`config.mk`:
```
export PLATFORM = sky130hd
export DESIGN_NAME = adder_arbiter
export DESIGN_NICKNAME = d
export VERILOG_FILES = /design/src/rtl/qoa_arith_pkg.sv /design/src/rtl/adder.sv /design/src/rtl/adder_arbiter_rr_grant.sv /design/src/rtl/adder_arbiter.sv
export SDC_FILE = /design/constraint.sdc
export NUM_CORES = 1
export LEC_CHECK = 0
export BUFFER_PORTS_ARGS = -buffer_cell sky130_fd_sc_hd__buf_2
export CORE_MARGIN = 2
export CORE_UTILIZATION = 45
export CTS_BUF_LIST = sky130_fd_sc_hd__clkbuf_2 sky130_fd_sc_hd__clkbuf_4 sky130_fd_sc_hd__clkbuf_8
export CTS_CLUSTER_SIZE = 30
export DETAILED_ROUTE_END_ITERATION = 16
export PLACE_DENSITY = 0.78
export REMOVE_ABC_BUFFERS = 1
export SLEW_MARGIN = 0
export SYNTH_ARGS = -nofsm -noshare
export SYNTH_HDL_FRONTEND = slang
export SYNTH_SLANG_ARGS = --single-unit
```
`constraint.sdc`:
```
create_clock -name clk -period 16 [get_ports clk]
set_input_delay 1.6 -clock clk [delete_from_list [all_inputs] [get_ports clk]]
set_output_delay 1.6 -clock clk [all_outputs]
set_load 0.01 [all_outputs]
```
`src/rtl/qoa_arith_pkg.sv`:
```
// Shared arithmetic definitions for the QOA decode datapath: operand width,
// adder-arbiter state encodings and a signed-overflow helper.
package qoa_arith_pkg;

    localparam int QOA_WIDTH = 32;

    localparam logic [QOA_WIDTH-1:0] INT_MIN = 32'h8000_0000;

    typedef enum logic [1:0] {
        ST_IDLE = 2'd0,
        ST_NEG  = 2'd1,
        ST_SUM  = 2'd2
    } arb_state_e;

    // Two's-complement overflow of s = a + b: operands share a sign and the
    // result sign differs from it.
    function automatic logic add_ovf(
        input logic [QOA_WIDTH-1:0] a,
        input logic [QOA_WIDTH-1:0] b,
        input logic [QOA_WIDTH-1:0] s
    );
        logic ovf;
        ovf = (a[QOA_WIDTH-1] == b[QOA_WIDTH-1]) && (s[QOA_WIDTH-1] != a[QOA_WIDTH-1]);
        return ovf;
    endfunction

endpackage

```
`src/rtl/adder.sv`:
```
// Shared WIDTH-bit ripple-carry adder without carry-in or carry-out.
module adder #(
    parameter int WIDTH = 32
) (
    input  logic [WIDTH-1:0] a_i,
    input  logic [WIDTH-1:0] b_i,
    output logic [WIDTH-1:0] sum_o
);

    logic carry_s;

    // Bit-serial ripple of the carry from LSB to MSB.
    always_comb begin
        sum_o   = '0;
        carry_s = 1'b0;
        for (int i = 0; i < WIDTH; i++) begin
            sum_o[i] = a_i[i] ^ b_i[i] ^ carry_s;
            carry_s  = (a_i[i] & b_i[i]) | (carry_s & (a_i[i] ^ b_i[i]));
        end
    end

endmodule

```
`src/rtl/adder_arbiter_rr_grant.sv`:
```
// Round-robin grant search: first set request bit strictly after the pointer,
// wrapping around; purely combinational.
module rr_grant #(
    parameter int NUM_REQ = 4,
    parameter int IDX_W   = 2
) (
    input  logic [IDX_W-1:0]   ptr_i,
    input  logic [NUM_REQ-1:0] req_i,
    output logic [NUM_REQ-1:0] gnt_o,
    output logic [IDX_W-1:0]   idx_o,
    output logic               any_o
);

    logic [IDX_W:0]   pos_s;
    logic [IDX_W-1:0] cand_s;

    // Walk offsets 1..NUM_REQ from the pointer and keep the first requester hit.
    always_comb begin
        gnt_o  = '0;
        idx_o  = '0;
        any_o  = 1'b0;
        pos_s  = '0;
        cand_s = '0;
        for (int k = 1; k <= NUM_REQ; k++) begin
            pos_s = {1'b0, ptr_i} + (IDX_W+1)'(k);
            if (pos_s >= (IDX_W+1)'(NUM_REQ)) begin
                pos_s = pos_s - (IDX_W+1)'(NUM_REQ);
            end else begin
                pos_s = pos_s;
            end
            cand_s = pos_s[IDX_W-1:0];
            if (!any_o && req_i[cand_s]) begin
                any_o = 1'b1;
                idx_o = cand_s;
            end else begin
                any_o = any_o;
            end
        end
        if (any_o) begin
            gnt_o[idx_o] = 1'b1;
        end else begin
            gnt_o = '0;
        end
    end

endmodule

```
`src/rtl/adder_arbiter.sv`:
```
// Shares one ripple adder between NUM_REQ requesters. Adds take one adder
// pass (SUM); subtracts take two (NEG computes -b, then SUM adds it to a).
module adder_arbiter
    import qoa_arith_pkg::*;
#(
    parameter int NUM_REQ = 4,
    parameter int WIDTH   = QOA_WIDTH
) (
    input  logic                       clk,
    input  logic                       rst,
    input  logic [NUM_REQ-1:0]         req_valid,
    input  logic [NUM_REQ-1:0]         req_sub,
    input  logic [NUM_REQ*WIDTH-1:0]   req_a,
    input  logic [NUM_REQ*WIDTH-1:0]   req_b,
    output logic [NUM_REQ-1:0]         req_ready,
    output logic [NUM_REQ-1:0]         rsp_valid,
    output logic [WIDTH-1:0]           rsp_sum,
    output logic                       rsp_ovf,
    output logic                       busy
);

    localparam int IDX_W = $clog2(NUM_REQ);

    arb_state_e          state_q, state_d;
    logic [IDX_W-1:0]    ptr_q, ptr_d;
    logic [IDX_W-1:0]    owner_q, owner_d;
    logic [WIDTH-1:0]    op_a_q, op_a_d;
    logic [WIDTH-1:0]    op_b_q, op_b_d;
    logic                neg_ovf_q, neg_ovf_d;
    logic [NUM_REQ-1:0]  rsp_valid_q, rsp_valid_d;
    logic [WIDTH-1:0]    rsp_sum_q, rsp_sum_d;
    logic                rsp_ovf_q, rsp_ovf_d;

    logic [NUM_REQ-1:0]  grant_s;
    logic [IDX_W-1:0]    grant_idx_s;
    logic                grant_any_s;
    logic [WIDTH-1:0]    add_a_s, add_b_s, add_sum_s;

    rr_grant #(
        .NUM_REQ (NUM_REQ),
        .IDX_W   (IDX_W)
    ) u_rr_grant (
        .ptr_i (ptr_q),
        .req_i (req_valid),
        .gnt_o (grant_s),
        .idx_o (grant_idx_s),
        .any_o (grant_any_s)
    );

    adder #(
        .WIDTH (WIDTH)
    ) u_adder (
        .a_i   (add_a_s),
        .b_i   (add_b_s),
        .sum_o (add_sum_s)
    );

    // Next-state, handshake and adder-operand selection.
    always_comb begin
        state_d     = state_q;
        ptr_d       = ptr_q;
        owner_d     = owner_q;
        op_a_d      = op_a_q;
        op_b_d      = op_b_q;
        neg_ovf_d   = neg_ovf_q;
        rsp_valid_d = '0;
        rsp_sum_d   = rsp_sum_q;
        rsp_ovf_d   = rsp_ovf_q;
        req_ready   = '0;
        add_a_s     = '0;
        add_b_s     = '0;
        case (state_q)
            ST_IDLE: begin
                if (grant_any_s) begin
                    req_ready = grant_s;
                    op_a_d    = req_a[grant_idx_s*WIDTH +: WIDTH];
                    op_b_d    = req_b[grant_idx_s*WIDTH +: WIDTH];
                    owner_d   = grant_idx_s;
                    ptr_d     = grant_idx_s;
                    neg_ovf_d = 1'b0;
                    if (req_sub[grant_idx_s]) begin
                        state_d = ST_NEG;
                    end else begin
                        state_d = ST_SUM;
                    end
                end else begin
                    state_d = ST_IDLE;
                end
            end
            ST_NEG: begin
                // -b = ~b + 1; INT_MIN negates to itself, remembered for SUM.
                add_a_s   = ~op_b_q;
                add_b_s   = WIDTH'(1);
                op_b_d    = add_sum_s;
                neg_ovf_d = (op_b_q == INT_MIN);
                state_d   = ST_SUM;
            end
            ST_SUM: begin
                add_a_s              = op_a_q;
                add_b_s              = op_b_q;
                rsp_sum_d            = add_sum_s;
                rsp_valid_d[owner_q] = 1'b1;
                if (neg_ovf_q) begin
                    // a - INT_MIN overflows exactly when a is non-negative.
                    rsp_ovf_d = ~op_a_q[WIDTH-1];
                end else begin
                    rsp_ovf_d = add_ovf(op_a_q, op_b_q, add_sum_s);
                end
                state_d = ST_IDLE;
            end
            default: begin
                state_d = ST_IDLE;
            end
        endcase
    end

    // State and datapath registers with synchronous reset.
    always_ff @(posedge clk) begin
        if (rst) begin
            state_q     <= ST_IDLE;
            ptr_q       <= IDX_W'(NUM_REQ-1);
            owner_q     <= '0;
            op_a_q      <= '0;
            op_b_q      <= '0;
            neg_ovf_q   <= 1'b0;
            rsp_valid_q <= '0;
            rsp_sum_q   <= '0;
            rsp_ovf_q   <= 1'b0;
        end else begin
            state_q     <= state_d;
            ptr_q       <= ptr_d;
            owner_q     <= owner_d;
            op_a_q      <= op_a_d;
            op_b_q      <= op_b_d;
            neg_ovf_q   <= neg_ovf_d;
            rsp_valid_q <= rsp_valid_d;
            rsp_sum_q   <= rsp_sum_d;
            rsp_ovf_q   <= rsp_ovf_d;
        end
    end

    assign rsp_valid = rsp_valid_q;
    assign rsp_sum   = rsp_sum_q;
    assign rsp_ovf   = rsp_ovf_q;
    assign busy      = (state_q != ST_IDLE);

endmodule

```
==> results by group <==
Global route
  • Vias in the first global route: 6561
  • Initial antenna violation count: 0
  • Total congestion overflow: 0
  • GRT Total Usage: 25.9%
  • First-pass GRT wire length: 33.7 mm
  • Largest net degree at the start of global routing: 77

Worst setup path
  • Reg2Reg Launch Point: state_q[0]
  • Startpoint class of the critical path: flip-flop
  • Crit path max-delay cell type: fa_1
  • Setup CP Type: reg -> reg
  • FF-to-FF End: op_b_q[31]
  • R2R setup slack: 590 ps
  • CP required: 16280 ps
  • Critical path endpoint category: flip-flop
  • Most frequent CP cell: fa_1
  • CP peak stage delay: 470 ps
  • Arrival time worst endpoint: 15690 ps
  • Crit path max fanout: 17
  • Reg2Reg Depth: 39

Timing
  • Final hold slack: 483 ps
  • Fmax: 64.9 MHz
  • Final setup viols: 0
  • Fin. Hold Viols: 0
  • Final period util: 96.3%
  • Max-slew violations: 0
  • Worst setup margin: 586 ps
  • RSZ-0062 raised after global routing: no
  • Slew HR: 33.7%
  • Crit path time final: 15410 ps
  • Tightest Pin Transition: 993 ps
  • Fin Clk Skew: 15.2 ps

Yosys
  • Post-synth top cells: dfxtp_1, mux2i_1, nor2_1, nand2_1, clkbuf_1
  • Synth async-reset ratio: 0%
  • Gate Count Post-Synth: 713
  • Synthesized area per cell: 9.96 sq um
  • Yosys warns: 0
  • Synth area leader: dfxtp_1
  • Most numerous cell in the Yosys netlist: dfxtp_1
  • Yosys top cell area share: 30.4%
  • Yosys cell types: 52
  • Synth Flop Type: dfxtp_1
  • Register area share after synthesis: 30.4%
  • Area contributors post-synth: dfxtp_1, mux2i_1, mux4_2
  • EDFF count, synth: 0
  • Yosys reg bits: 108
  • Syn Std Cell Area: 7100 sq um

Floorplanning
  • Die W: 130 microns
  • Die H: 130 microns
  • FP Rows: 45
  • Initial Util: 46.4%
  • Core area: 15300 sq um
  • Die ar.: 16800 sq um
  • Num ports: 308

Power and ir drop
  • PwrDens: 151 nW/um^2
  • Peak supply drop: 0.207 mV
  • Lkg Pwr: 4.18 nW

Hold path
  • HP Start: owner_q[1]
  • Type of the tightest min-delay check: reg -> reg
  • Worst Hold Depth: 2
  • Min-Delay Endpoint: rsp_valid[2]

Route
  • Vias: 6704
  • Final wirelength: 22.0 mm
  • Iter 0 DRT Violations: 345
  • Wire per inst: 18.4 microns
  • First-pass DRT Iterations: 5
  • Routed Antenna Nets: 0
  • Avg Vias per Cell: 5.61
  • DRC viols: 0

Clocking
  • CTS sink cnt: 108
  • Clock slew at reported path FFs: 100 ps
  • Clk root buf: clkbuf_8
  • CTS Hold Bufs: 0
  • Buffer depth of the longest clock path: 2
  • CTS-repair resized insts: 0
  • CTS buffer count: 9
  • Postcts setup bufs: 0
  • CTS tree: yes
  • Worst skew pair latency: 390 ps
  • # H-tree levels: 3

Final layout
  • Post-Layout Cell Count: 1194
  • Final nets: 1280
  • Layout cells sized above 1: 39.5%
  • Area grow syn2layout: 26.0%
  • Register Area: 2160 sq um
  • Util after Layout: 58.5%
  • Filler cell count: 1358
  • Multi-input gate area in the final layout: 4640 sq um
  • Ant diodes: 0

Placement
  • PortBufs: 307
  • Placer Congestion: 0.794
  • Post-DP HPWL: 15.8 mm
  • Dpl cells: 1179
  • Post-Place Worst Slack: 49.1 ps

Run
  • Max Cap Viol: 0

Outcome
  • Status: finished, final reports clean
==> power breakdown <==
group	internal, mW	leakage (nW)	switching, mW
combinational	0.318	3.18	0.424
clock	0.0957	0.111	0.0945
sequential	0.352	0.888	0.0659
total	0.766	4.18	0.584
==> registers in the layout, indices dropped and copies added, names as in the netlist <==
register   count
neg_ovf_q      1
rsp_ovf        1
rsp_valid      4
op_a_q        32
op_b_q        32
rsp_sum       32
ptr_q          2
state_q        2
owner_q        2
==> kinds of logic after synthesis <==
kind of cell | after synthesis | synth area share, %
compound gates | 152 | 17.2
xor+xnor | 1 | 0.123
mux | 126 | 23.4
fa+ha+maj | 35 | 9.34
buf+inv | 72 | 5.37
flops | 108 | 30.4
simple gates | 219 | 14.2
==> critical path, delay by kind of cell, from the launching register on <==
kind | cells | cell delay, ps
compound gates | 4 | 1090
fa+ha+maj | 32 | 13440
buf+inv | 2 | 290
flops | 1 | 350
simple gates | 1 | 140
==> routing by layer <==
layer	vias up	global-route usage [%]	share of wire (%)
met5	-	0	0
met4	0	6.89	1.5
met3	22	5.04	6.9
met2	267	45.0	49
met1	3230	33.1	43
li1	3185	-	-
==> how the worst max path moves through the flow <==
stage	slack, ps	endpoint	start	depth (start not counted)
floorplan	-330	op_b_q[31]	state_q[0]	40
global placement	300	op_b_q[31]	state_q[0]	39
detailed placement	50	op_b_q[31]	state_q[0]	39
CTS	50	op_b_q[31]	state_q[0]	39
global route	40	op_b_q[31]	state_q[0]	41
finish	590	op_b_q[31]	state_q[0]	39
==> cell type report <==
class                   instances  area share (%)
multi-input cells             533            51.8
flip-flops and latches        108            24.2
repair buffers                321            18.3
well taps                     211            2.95
clock buffers                  11            1.69
clock inverters                 4           0.811
inverters                       6           0.252
==> through the flow <==
step / cell area [sq um] / setup TNS, ps / total power [mW]
2_1_floorplan: 6740 / -488 / 0.937
3_3_place_gp: 8700 / 0 / 1.14
3_5_place_dp: 8700 / 0 / 1.16
4_1_cts: 8920 / 0 / 1.35
5_1_grt: 8950 / 0 / 1.45
6_report: 8950 / 0 / 1.35
==> layout by cell type, fill, tap and decap left out, types with 7 or more instances in the layout <==
cell type / synthesis / final
nand2_1: 72 / 72
a211oi_1: 32 / 32
nor4_1: 9 / 9
buf_4: 3 / 14
o21ai_0: 30 / 30
a22o_1: 32 / 32
mux4_2: 32 / 32
fa_1: 30 / 26
mux2i_1: 94 / 94
and3_1: 31 / 31
a21oi_1: 8 / 7
nor2_1: 81 / 79
o221a_1: 31 / 31
clkbuf_8: 0 / 11
buf_2: 8 / 307
dfxtp_1: 108 / 106
Note: power is estimated with default switching activity, not from simulation.
